`src/rtl/fetch_buffer.sv`:
```
// Decoupling FIFO between the IF and ID stages: buffers up to DEPTH fetch packets,
// flushes on an EX redirect, and registers its ready/valid decodes with no bypass.
package fetch_buffer_pkg;
   typedef struct packed {
      logic [31:0] pc;
      logic [31:0] instruction;
      logic [31:0] pc_plus4;
      logic        valid_if_id;
   } if_id_reg_t;
endpackage

module fetch_buffer
   import fetch_buffer_pkg::*;
#(
   parameter int unsigned DEPTH = 4
) (
   input  logic                       clk,
   input  logic                       reset,
   input  if_id_reg_t                 in_entry,
   input  logic                       in_valid,
   output logic                       in_ready,
   output if_id_reg_t                 out_entry,
   output logic                       out_valid,
   input  logic                       out_ready,
   input  logic                       flush,
   output logic [$clog2(DEPTH+1)-1:0] count
);

   localparam int unsigned PTR_W = (DEPTH > 1) ? $clog2(DEPTH) : 1;
   localparam int unsigned CNT_W = $clog2(DEPTH + 1);

   if_id_reg_t       mem_q [DEPTH];
   logic [PTR_W-1:0] wr_ptr_q, wr_ptr_d;
   logic [PTR_W-1:0] rd_ptr_q, rd_ptr_d;
   logic [CNT_W-1:0] count_q,  count_d;
   logic             push_c;
   logic             pop_c;

   // Handshake decodes come from registered occupancy only; out_ready never reaches in_ready.
   assign in_ready  = (count_q != CNT_W'(DEPTH));
   assign out_valid = (count_q != CNT_W'(0));
   assign count     = count_q;

   assign push_c = in_valid & in_ready & ~flush;
   assign pop_c  = out_valid & out_ready & ~flush;

   // Pointer and occupancy next-state; DEPTH is a power of two so pointers wrap naturally.
   always_comb begin
      wr_ptr_d = wr_ptr_q;
      rd_ptr_d = rd_ptr_q;
      count_d  = count_q;
      if (flush) begin
         wr_ptr_d = '0;
         rd_ptr_d = '0;
         count_d  = '0;
      end else begin
         if (push_c) begin
            wr_ptr_d = wr_ptr_q + PTR_W'(1);
         end
         if (pop_c) begin
            rd_ptr_d = rd_ptr_q + PTR_W'(1);
         end
         if (push_c && !pop_c) begin
            count_d = count_q + CNT_W'(1);
         end else if (pop_c && !push_c) begin
            count_d = count_q - CNT_W'(1);
         end
      end
   end

   always_ff @(posedge clk or negedge reset) begin
      if (!reset) begin
         wr_ptr_q <= '0;
         rd_ptr_q <= '0;
         count_q  <= '0;
      end else begin
         wr_ptr_q <= wr_ptr_d;
         rd_ptr_q <= rd_ptr_d;
         count_q  <= count_d;
      end
   end

   // Storage is deliberately unreset; occupancy alone decides what is live.
   always_ff @(posedge clk) begin
      if (push_c) begin
         mem_q[wr_ptr_q] <= in_entry;
      end
   end

   always_comb begin
      out_entry = '0;
      if (out_valid) begin
         out_entry             = mem_q[rd_ptr_q];
         out_entry.valid_if_id = 1'b1;
      end
   end

endmodule

```
`config.mk`:
```
export PLATFORM = sky130hd
export DESIGN_NAME = fetch_buffer
export DESIGN_NICKNAME = d
export VERILOG_FILES = /design/src/rtl/fetch_buffer.sv
export SDC_FILE = /design/constraint.sdc
export NUM_CORES = 1
export LEC_CHECK = 0
export BUFFER_PORTS_ARGS = -buffer_cell sky130_fd_sc_hd__buf_4
export CORE_AREA = 4 4 144 216
export DETAILED_ROUTE_END_ITERATION = 10
export DIE_AREA = 0 0 148 220
export GPL_TIMING_DRIVEN = 0
export PLACE_DENSITY = 0.78
export SLEW_MARGIN = 10
export SYNTH_ARGS = -nofsm -noshare
export SYNTH_HDL_FRONTEND = slang
export SYNTH_SLANG_ARGS = --single-unit
```
`constraint.sdc`:
```
create_clock -name clk -period 3.6 [get_ports clk]
set_clock_uncertainty 0.1 [all_clocks]
set_input_delay 0.18 -clock clk [delete_from_list [all_inputs] [get_ports clk]]
set_output_delay 0.18 -clock clk [all_outputs]
set_load 0.03 [all_outputs]
```
==> impl_metrics.tcl, run 1 <==
set metrics [dict create \
    status "complete, no violations" \
    critical_path_class "reg -> out" \
    required_ps 3320 \
    period_share 0.762 \
    cts_setup_buffers 0 \
    rsz0062_at_grt "no" \
    hold_viol 0 \
    setup_viol 0 \
    p_sw_mw 4.50 \
    report.final.slew_viol_count 0 \
    clock_sinks 391 \
    clk_latency_ps 510 \
    syn_nets 778 \
    fp-row-count 77 \
    path_clk_slew_ps 60 \
    synth_cell_types 33 \
    setup_tns_ps 0 \
    grt_overflow 0 \
    n_antenna_cell 0 \
    globalplace.congestion 0.743 \
    regToRegSetupSlack_ps 900 \
    cts_buffer_depth 3 \
    crit_path_start_kind "flip-flop" \
    grt_max_degree 50 \
    worstPathArrival_ps 2460 \
    power_density_nw_per_um2 723 \
    dpl_cell_area_um2 17200 \
    drive_above_1_share 0.367 \
    syn_inst 671 \
    p_leak_nw 6.69 \
    h-tree-depth 2 \
    final_cell_mix "edfxtp_1, buf_4, dlygate4sd3_1" \
    cap_violations 0 \
    antenna_found_initial 0 \
    fp.dieW_um 148 \
    rr_worst_depth 4 \
    fin_util 0.661 \
    cts.repair.resized 0 \
    peakVddDrop_mv 0.640 \
    p_comb_frac 0.356 \
    cts_tree "done" \
    r2r-end "mem_q[0][80]" \
    tightest_slew_ps 805 \
    io_buffers 199 \
    p_clk_frac 0.265 \
    drtIter0Drc 349 \
    seqPwrFrac 0.380 \
    cts-root-buf "clkbuf_16" \
    sw_frac_of_total 0.321 \
    pre_cts_slack_ps 868 \
    min_from "out_ready" \
    cts_made_buffers 36 \
    max_freq_mhz 364 \
    final_antenna_net_count 0 \
    die_h_um 220 \
    seq_area_frac_synth 0.779 \
    grt_pass1_wl_um 48000 \
    vias_per_cell 5.35 \
    wl_per_cell_um 21.7 \
    die-area_um2 32600 \
    end_kind "output port" \
    netlist_area_um2 15000 \
    maxSlewHeadroom 0.464 \
    design_area_um2 19400 \
    p_int_mw 9.50 \
    yosys_warnings 0 \
    coreArea_um2 29300 \
    dp_hpwl_um 19000 \
    final_common_cell "edfxtp_1" \
    ioPinCount 204 \
    min_path_cells 4 \
    initial_core_util 0.513 \
    nNetsFinal 1123 \
    grtUsageTotal 0.194 \
    hold_class "in -> reg" \
    synth_seq_cells 391 \
    syn_area_per_cell_um2 22.4 \
    r2r_start "count[2]" \
    num_vias 7674 \
    grt_pass1_vias 8452 \
    min_period_ps 2740 \
    n_fill_cell 1950 \
    min_to "rd_ptr_q[0]" \
    setup_ws_ps 856 \
    critPathMaxFanout 10 \
    first_pass_iters 4 \
    hold_buffers 101 \
    drc_errors 0 \
    total_power_mw 14.0 \
    area.growth.synth_to_final_pct 28.9 \
    routed_wl_um 31100 \
]
state kept, by name, indices dropped and copies added (netlist names):
name / cells
mem_q: 384
rd_ptr_q: 2
count: 3
wr_ptr_q: 2
worst max path at each step:
stage	slack, ps	cells past startpoint	startpoint	endpoint
4_1_cts	780	5	rd_ptr_q[1]	out_entry[24]
5_1_grt	710	4	count[2]	mem_q[0][80]
3_3_place_gp	-160	3	count[2]	mem_q[0][29]
6_report	860	5	rd_ptr_q[1]	out_entry[24]
2_1_floorplan	750	4	count[0]	mem_q[0][10]
3_5_place_dp	870	4	count[2]	mem_q[0][33]
synth_stat cells, drive strengths merged:
library cell	count	area [µm²]
a211oi	1	7.51
a21o	1	7.51
a21oi	2	10.0
a221oi	1	15.0
a311oi	1	8.76
a31o	1	8.76
and2	101	632
and3b	1	8.76
buf	23	155
clkbuf	15	57.6
dfrtp	7	175
edfxtp	384	11500
fa	1	20.0
ha	4	50.1
inv	7	26.3
mux2	2	22.5
mux2i	1	10.0
mux4	96	2160
nand3	2	10.0
nor2	9	33.8
nor3	1	5.00
nor3b	1	7.51
o21a	1	7.51
o21ai	3	15.0
o311ai	1	8.76
o31ai	1	7.51
or3	1	6.26
xor2	2	17.5
power groups by stage:
stage | Sequential [mW] | Clock, mW | Combinational [mW]
5_1_grt | 5.33 | 3.99 | 5.29
4_1_cts | 5.32 | 3.78 | 5.05
6_report | 5.32 | 3.70 | 4.98
3_3_place_gp | 5.42 | 0 | 4.86
2_1_floorplan | 5.43 | 0 | 3.15
3_5_place_dp | 5.41 | 0 | 4.94
stage by stage:
step	cells	hold slack (ps)
global route	1435	113
finish	1435	77.4
floorplan	671	-216
global placement	1265	-102
detailed placement	1272	-97.7
CTS	1435	42.3
logic make-up after synthesis:
family          count (synthesis)  synth area share
compound gates                 13           0.00641
mux                            99             0.146
flops                         391             0.779
fa+ha+maj                       5           0.00466
simple gates                  116            0.0468
xor+xnor                        2           0.00117
buf+inv                        45            0.0159
cell type report:
| type | count | area, µm² | area share |
|---|---|---|---|
| flip-flops and latches | 391 | 11700 | 0.605 |
| repair buffers | 307 | 2690 | 0.139 |
| inverters | 7 | 26.3 | 0.00136 |
| well taps | 395 | 494 | 0.0255 |
| clock inverters | 15 | 149 | 0.00769 |
| plain buffers | 38 | 213 | 0.0110 |
| clock buffers | 47 | 993 | 0.0513 |
| multi-input cells | 235 | 3090 | 0.160 |
critical path: stages, from the launching register on:
cell and delay (ps):
dfrtp_1 310, buf_2 230, clkbuf_1 590, mux4_2 460
and2_1 190, buf_4 170
layer usage:
metal	wire length, µm	vias to the layer above	global-route usage
met1	11800	3998	0.233
met5	0	-	0
li1	-	3414	-
met3	1240	59	0.0317
met4	1090	0	0.0730
met2	17000	203	0.351
(Power assumes the default switching activity.)
==> inputs of run 2 (changes only) <==
--- a/config.mk
+++ b/config.mk
@@ -5,12 +5,13 @@
 export SDC_FILE = /design/constraint.sdc
 export NUM_CORES = 1
 export LEC_CHECK = 0
+export ABC_AREA = 1
 export BUFFER_PORTS_ARGS = -buffer_cell sky130_fd_sc_hd__buf_4
-export CORE_AREA = 4 4 144 216
+export CORE_AREA = 4 4 140 209
 export DETAILED_ROUTE_END_ITERATION = 10
-export DIE_AREA = 0 0 148 220
+export DIE_AREA = 0 0 144 213
 export GPL_TIMING_DRIVEN = 0
-export PLACE_DENSITY = 0.78
+export PLACE_DENSITY = 0.81
 export SLEW_MARGIN = 10
 export SYNTH_ARGS = -nofsm -noshare
 export SYNTH_HDL_FRONTEND = slang
==> constraint.sdc (replaced) <==
create_clock -name clk -period 2.7 [get_ports clk]
set_clock_uncertainty 0.1 [all_clocks]
set_input_delay 0.135 -clock clk [delete_from_list [all_inputs] [get_ports clk]]
set_output_delay 0.135 -clock clk [all_outputs]
set_load 0.03 [all_outputs]
==> run 2 against run 1 <==
Sequential cell count unchanged. Sequential share of layout area shrank 1.4 points. Worst setup slack worse by 750 ps. Count of clock-buffer cells in the layout shrank 1. Critical endpoint is now out_entry[44]. Largest cell class unchanged.
==> impl_metrics.tcl, run 2 <==
set metrics [dict create \
    status "complete, no violations" \
    vias_per_cell 5.66 \
    grt_overflow 0 \
    end_kind "output port" \
    design_area_um2 19800 \
    ys.flop_type "edfxtp_1" \
    antenna_found_initial 2 \
    die-area_um2 30700 \
    cts-root-buf "clkbuf_16" \
    path_clk_slew_ps 70 \
    maxSlewHeadroom 0.422 \
    largest_reg_flops 384 \
    final_cell_mix "nor2_1, edfxtp_1, buf_4" \
    final_antenna_net_count 0 \
    tightest_slew_ps 865 \
    crit_path_start_kind "flip-flop" \
    synth_edf_count 384 \
    setup_tns_ps 0 \
    period_share 0.961 \
    routed_wl_um 40000 \
    io_buffers 202 \
    ioPinCount 204 \
    dpl_cell_area_um2 17700 \
    globalplace.congestion 0.796 \
    syn_inst 1199 \
    cpMostUsedCell "buf_4" \
    max_freq_mhz 385 \
    grt_pass1_wl_um 60000 \
    required_ps 2470 \
    netlist_area_um2 15400 \
    synth_area_leaders "edfxtp_1, nor2_1, o21ai_1" \
    seq_area_frac_synth 0.762 \
    worstPathArrival_ps 2360 \
    nNetsFinal 1663 \
    die_h_um 213 \
    grt_pass1_vias 11300 \
    slowest_stage "clkbuf_1" \
    clk_latency_ps 510 \
    dp_hpwl_um 23900 \
    clock_sinks 391 \
    drive_above_1_share 0.216 \
    critical_path_class "reg -> out" \
    drc_errors 0 \
    syn_area_per_cell_um2 12.8 \
    cts.repair.resized 0 \
    worstPathCellList "buf_4, inv_2, clkbuf_1, nor2_1, o21ai_0, a21oi_1, buf_4" \
    synth_seq_cells 391 \
    hold_viol 0 \
    area.growth.synth_to_final_pct 29.2 \
    initial_core_util 0.562 \
    min_period_ps 2590 \
    cts_buffer_depth 3 \
    wl_per_cell_um 20.8 \
    fp.dieW_um 144 \
    power_density_nw_per_um2 1040 \
    grt_max_degree 28 \
    num_vias 10900 \
    rsz0062_at_grt "no" \
    drtIter0Drc 860 \
    fp-row-count 74 \
    cts_made_buffers 35 \
    min_path_cells 2 \
    h-tree-depth 2 \
    cap_violations 0 \
    synth_top_cell_by_area "edfxtp_1" \
    yosys_warnings 0 \
    coreArea_um2 27300 \
    crit_path_max_incr_delay_ps 460 \
    cts_setup_buffers 0 \
    yosys-top-cells-count "nor2_1, edfxtp_1, o21ai_1" \
    first_pass_iters 5 \
    synth-async-reset-ratio 0.0179 \
    hold_class "in -> reg" \
    cts_tree "done" \
    synth.top_cell.area_share 0.751 \
    grtUsageTotal 0.255 \
    peakVddDrop_mv 0.714 \
    setup_viol 0 \
    critPathMaxFanout 10 \
    regMostFlops "mem_q" \
    p_leak_nw 7.28 \
    hold_slack_ps 264 \
    syn_nets 1306 \
    yosysMostFrequentCell "nor2_1" \
    report.final.slew_viol_count 0 \
    rr_worst_depth 9 \
    synth_cell_types 25 \
]
-- run 2: changes by cell type after synthesis, sizes merged, moves of 2 or more --
cell	before	now
nand3	2	4
and2	101	0
nor2	9	390
nand2	0	18
a21oi	2	101
mux4	96	0
inv	7	18
mux2	2	0
o21ai	3	195
buf	23	42
clkbuf	15	33
-- run 2: cell type report --
| class | count | area [µm²] |
|---|---|---|
| sequential | 391 | 11700 |
| inverter | 18 | 70.1 |
| multi-input combinational | 715 | 3200 |
| clock inverter | 15 | 184 |
| timing repair buffer | 320 | 2850 |
| buffer | 75 | 428 |
| antenna | 3 | 7.51 |
| tap | 342 | 428 |
| clock buffer | 46 | 960 |
| fill | 1631 | 7470 |
-- run 2: stage by stage --
stage	worst slack [ps]	utilization	power (mW)	std cells
5_1_grt	18.2	0.726	21.4	1924
3_5_place_dp	154	0.646	15.5	1757
6_report	106	0.726	20.6	1925
4_1_cts	117	0.727	20.6	1923
3_3_place_gp	-1090	0.635	15.3	1743
2_1_floorplan	-221	-	12.3	1199
-- run 2: worst paths after layout --
kind | from | endpoint | slack [ps]
worst max-delay path | rd_ptr_q[1] | out_entry[44] | 110
worst min-delay path | in_entry[73] | mem_q[1][73] | 260
worst max register to register | count[1] | count[0] | 130
worst min register to register | wr_ptr_q[0] | wr_ptr_q[0] | 530
max in group asynchronous | reset | count[2] | 1700
min in group asynchronous | reset | wr_ptr_q[0] | 520
-- run 2: timing repair --
action | in CTS | in global routing
endpoints found under the hold margin | 398 | 0
hold buffers | 105 | 0
setup endpoints to repair | 0 | 1
-- run 2: cell families (layout without fill, tap and decap cells) --
kind of cell / Yosys count / in the layout / synth area share
AOI/OAI and AO/OA: 296 / 296 / 0.0967
xor gates and xnor gates: 1 / 1 / 0.000571
adders and majority gates: 5 / 5 / 0.00456
buffers and inverters: 93 / 474 / 0.0323
DFF: 391 / 391 / 0.762
other: 0 / 3 / 0
and+or+nand+nor: 413 / 413 / 0.103
-- run 2: routing by layer --
metal	global-route usage	vias up	share of wire
li1	-	4966	-
met1	0.295	5285	0.35
met2	0.465	538	0.55
met3	0.0367	107	0.066
met4	0.116	0	0.041
met5	0	-	0
-- run 2: critical path: cells and delay by family, from the launching register on --
family          cells  cell delay, ps
simple gates        1             130
compound gates      2             300
buf+inv             4            1030
flops               1             360
-- run 2: power by group --
part           switching [mW]  internal [mW]  total [mW]
Clock                    2.10           2.90        5.00
Sequential              0.125           7.07        7.20
Combinational            5.75           2.68        8.43
==> inputs of run 3 (changes only) <==
--- a/config.mk
+++ b/config.mk
@@ -6,12 +6,13 @@
 export NUM_CORES = 1
 export LEC_CHECK = 0
 export ABC_AREA = 1
-export BUFFER_PORTS_ARGS = -buffer_cell sky130_fd_sc_hd__buf_4
 export CORE_AREA = 4 4 140 209
 export DETAILED_ROUTE_END_ITERATION = 10
 export DIE_AREA = 0 0 144 213
+export DONT_BUFFER_PORTS = 1
 export GPL_TIMING_DRIVEN = 0
-export PLACE_DENSITY = 0.81
+export PLACE_DENSITY = 0.74
+export RECOVER_POWER = 100
 export SLEW_MARGIN = 10
 export SYNTH_ARGS = -nofsm -noshare
 export SYNTH_HDL_FRONTEND = slang
==> run 3 against run 2 <==
The run now ends with setup timing left. Sequential power hardly changed. Final cell count decreased by 10%. Largest power group is now registers. Wire length is 9.5% lower. Clock power decreased by 5.8%. Sequential share of layout area is 4.0 points higher. Fmax shrank 5.7%.
==> impl_metrics.tcl, run 3 (synthesis results as in run 2) <==
set metrics [dict create \
    status "finished with violations" \
    violations "setup timing" \
    globalplace.congestion 0.786 \
    grt_pass1_vias 9954 \
    vias_per_cell 5.68 \
    maxSlewHeadroom 0.453 \
    nNetsFinal 1465 \
    h-tree-depth 2 \
    ioPinCount 204 \
    grt_overflow 0 \
    setup_viol 9 \
    p_clk_frac 0.248 \
    grt_pass1_wl_um 54200 \
    cts_buffer_depth 3 \
    wl_per_cell_um 21.0 \
    regMostFlops "mem_q" \
    power_density_nw_per_um2 1020 \
    critPathMaxFanout 10 \
    tightest_slew_ps 823 \
    max_freq_mhz 364 \
    grtUsageTotal 0.231 \
    worstPathArrival_ps 2520 \
    hold_viol 0 \
    drtIter0Drc 659 \
    p_sw_mw 7.76 \
    crit_path_start_kind "flip-flop" \
    n_fill_cell 1779 \
    critical_path_class "reg -> out" \
    hold_class "in -> reg" \
    min_period_ps 2750 \
    sw_frac_of_total 0.408 \
    die_h_um 213 \
    cap_violations 0 \
    area.growth.synth_to_final_pct 21.0 \
    grt_max_degree 27 \
    final_antenna_net_count 0 \
    final_cell_mix "nor2_1, edfxtp_1, o21ai_1" \
    cts_made_buffers 35 \
    coreArea_um2 27300 \
    first_pass_iters 5 \
    clock_sinks 391 \
    required_ps 2470 \
    peakVddDrop_mv 0.793 \
    rsz0062_at_grt "yes" \
    fp-row-count 74 \
    design_area_um2 18600 \
    end_kind "output port" \
    total_power_mw 19.0 \
    initial_core_util 0.562 \
    fin_util 0.680 \
    cts_tree "done" \
    p_leak_nw 6.31 \
    p_comb_frac 0.372 \
    clk_latency_ps 510 \
    io_buffers 0 \
    fp.dieW_um 144 \
    cts-root-buf "clkbuf_16" \
    setup_ws_ps -50.2 \
    num_vias 9787 \
    setup_tns_ps -189 \
    period_share 1.02 \
    dpl_cell_area_um2 16200 \
    antenna_found_initial 0 \
    drive_above_1_share 0.151 \
    p_int_mw 11.3 \
    routed_wl_um 36200 \
    die-area_um2 30700 \
    largest_reg_flops 384 \
    seqPwrFrac 0.380 \
    drc_errors 0 \
    path_clk_slew_ps 60 \
    dp_hpwl_um 22900 \
    report.final.slew_viol_count 0 \
]
## run 3: cell types whose count changed in the layout (fill, tap and decap cells not counted), moves of 2 or more
cell           before  now
buf_4             222   24
a21oi_1           100   38
a21oi_2             1   63
clkbuf_1           26   18
clkinv_2            2    8
buf_16              2    7
clkinvlp_4          4    0
buf_12             12    9
clkinv_1            4    7
buf_1               1    3
bufinv_16           4    2
clkbuf_2           16   18
dlygate4sd3_1     104  102
## run 3: what timing repair did
action / in CTS / in global routing
pin swaps: 0 / 1
hold buffers: 102 / 0
setup endpoints to repair: 43 / 76
resized for setup: 35 / 31
endpoints found under the hold margin: 452 / 0
buffers inserted: 0 / 4
## run 3: layout make-up
| type | count | area (µm²) | area share |
|---|---|---|---|
| Sequential cell | 391 | 11700 | 0.630 |
| Multi-Input combinational cell | 715 | 3440 | 0.185 |
| Tap cell | 342 | 428 | 0.0230 |
| Buffer | 75 | 430 | 0.0232 |
| Timing Repair Buffer | 122 | 1420 | 0.0767 |
| Inverter | 18 | 70.1 | 0.00377 |
| Clock inverter | 17 | 126 | 0.00680 |
| Antenna cell | 2 | 5.00 | 0.000269 |
| Clock buffer | 42 | 945 | 0.0509 |
## run 3: metal layers
metal  global-route usage  share of wire  routed length (µm)  up-vias
li1                     -              -                   -     4563
met1                0.273           0.36               13100     4741
met2                0.409           0.54               19300      401
met3               0.0473          0.068                2450       82
met4               0.0958          0.034                1230        0
met5                    0              0                   0        -
## run 3: power by group through the flow
stage,registers (mW),clock network (mW),logic (mW)
final,7.23,4.71,7.08
after global routing,7.26,4.99,7.53
after CTS,7.23,4.77,6.93
after detailed placement,7.36,0,6.50
after global placement,7.38,0,6.31
after floorplan,7.35,0,4.93
## run 3: metrics by stage
stage / instances / hold slack (ps) / setup WS (ps)
floorplan: 1199 / -261 / -221
global placement: 1541 / -260 / -1330
detailed placement: 1557 / -260 / 106
CTS: 1718 / 193 / -69.2
global route: 1722 / 217 / -118
finish: 1724 / 220 / -50.2
## run 3: final timing paths
check | slack [ps] | endpoint | startpoint | depth (start not counted)
max reg2reg | 210 | mem_q[0][34] | count[1] | 8
min reg2reg | 530 | wr_ptr_q[0] | wr_ptr_q[0] | 3
min in group asynchronous | 390 | count[1] | reset | 2
min | 220 | mem_q[2][64] | in_entry[64] | 1
max | -50 | out_entry[49] | count[2] | 6
max in group asynchronous | 1840 | count[2] | reset | 2
## run 3: worst max-delay path, cell delays in order (launching register included)
cell and delay, ps:
dfrtp_2 550, inv_2 80, nand2_4 170, inv_2 140
buf_6 180, buf_2 210, a21oi_1 660
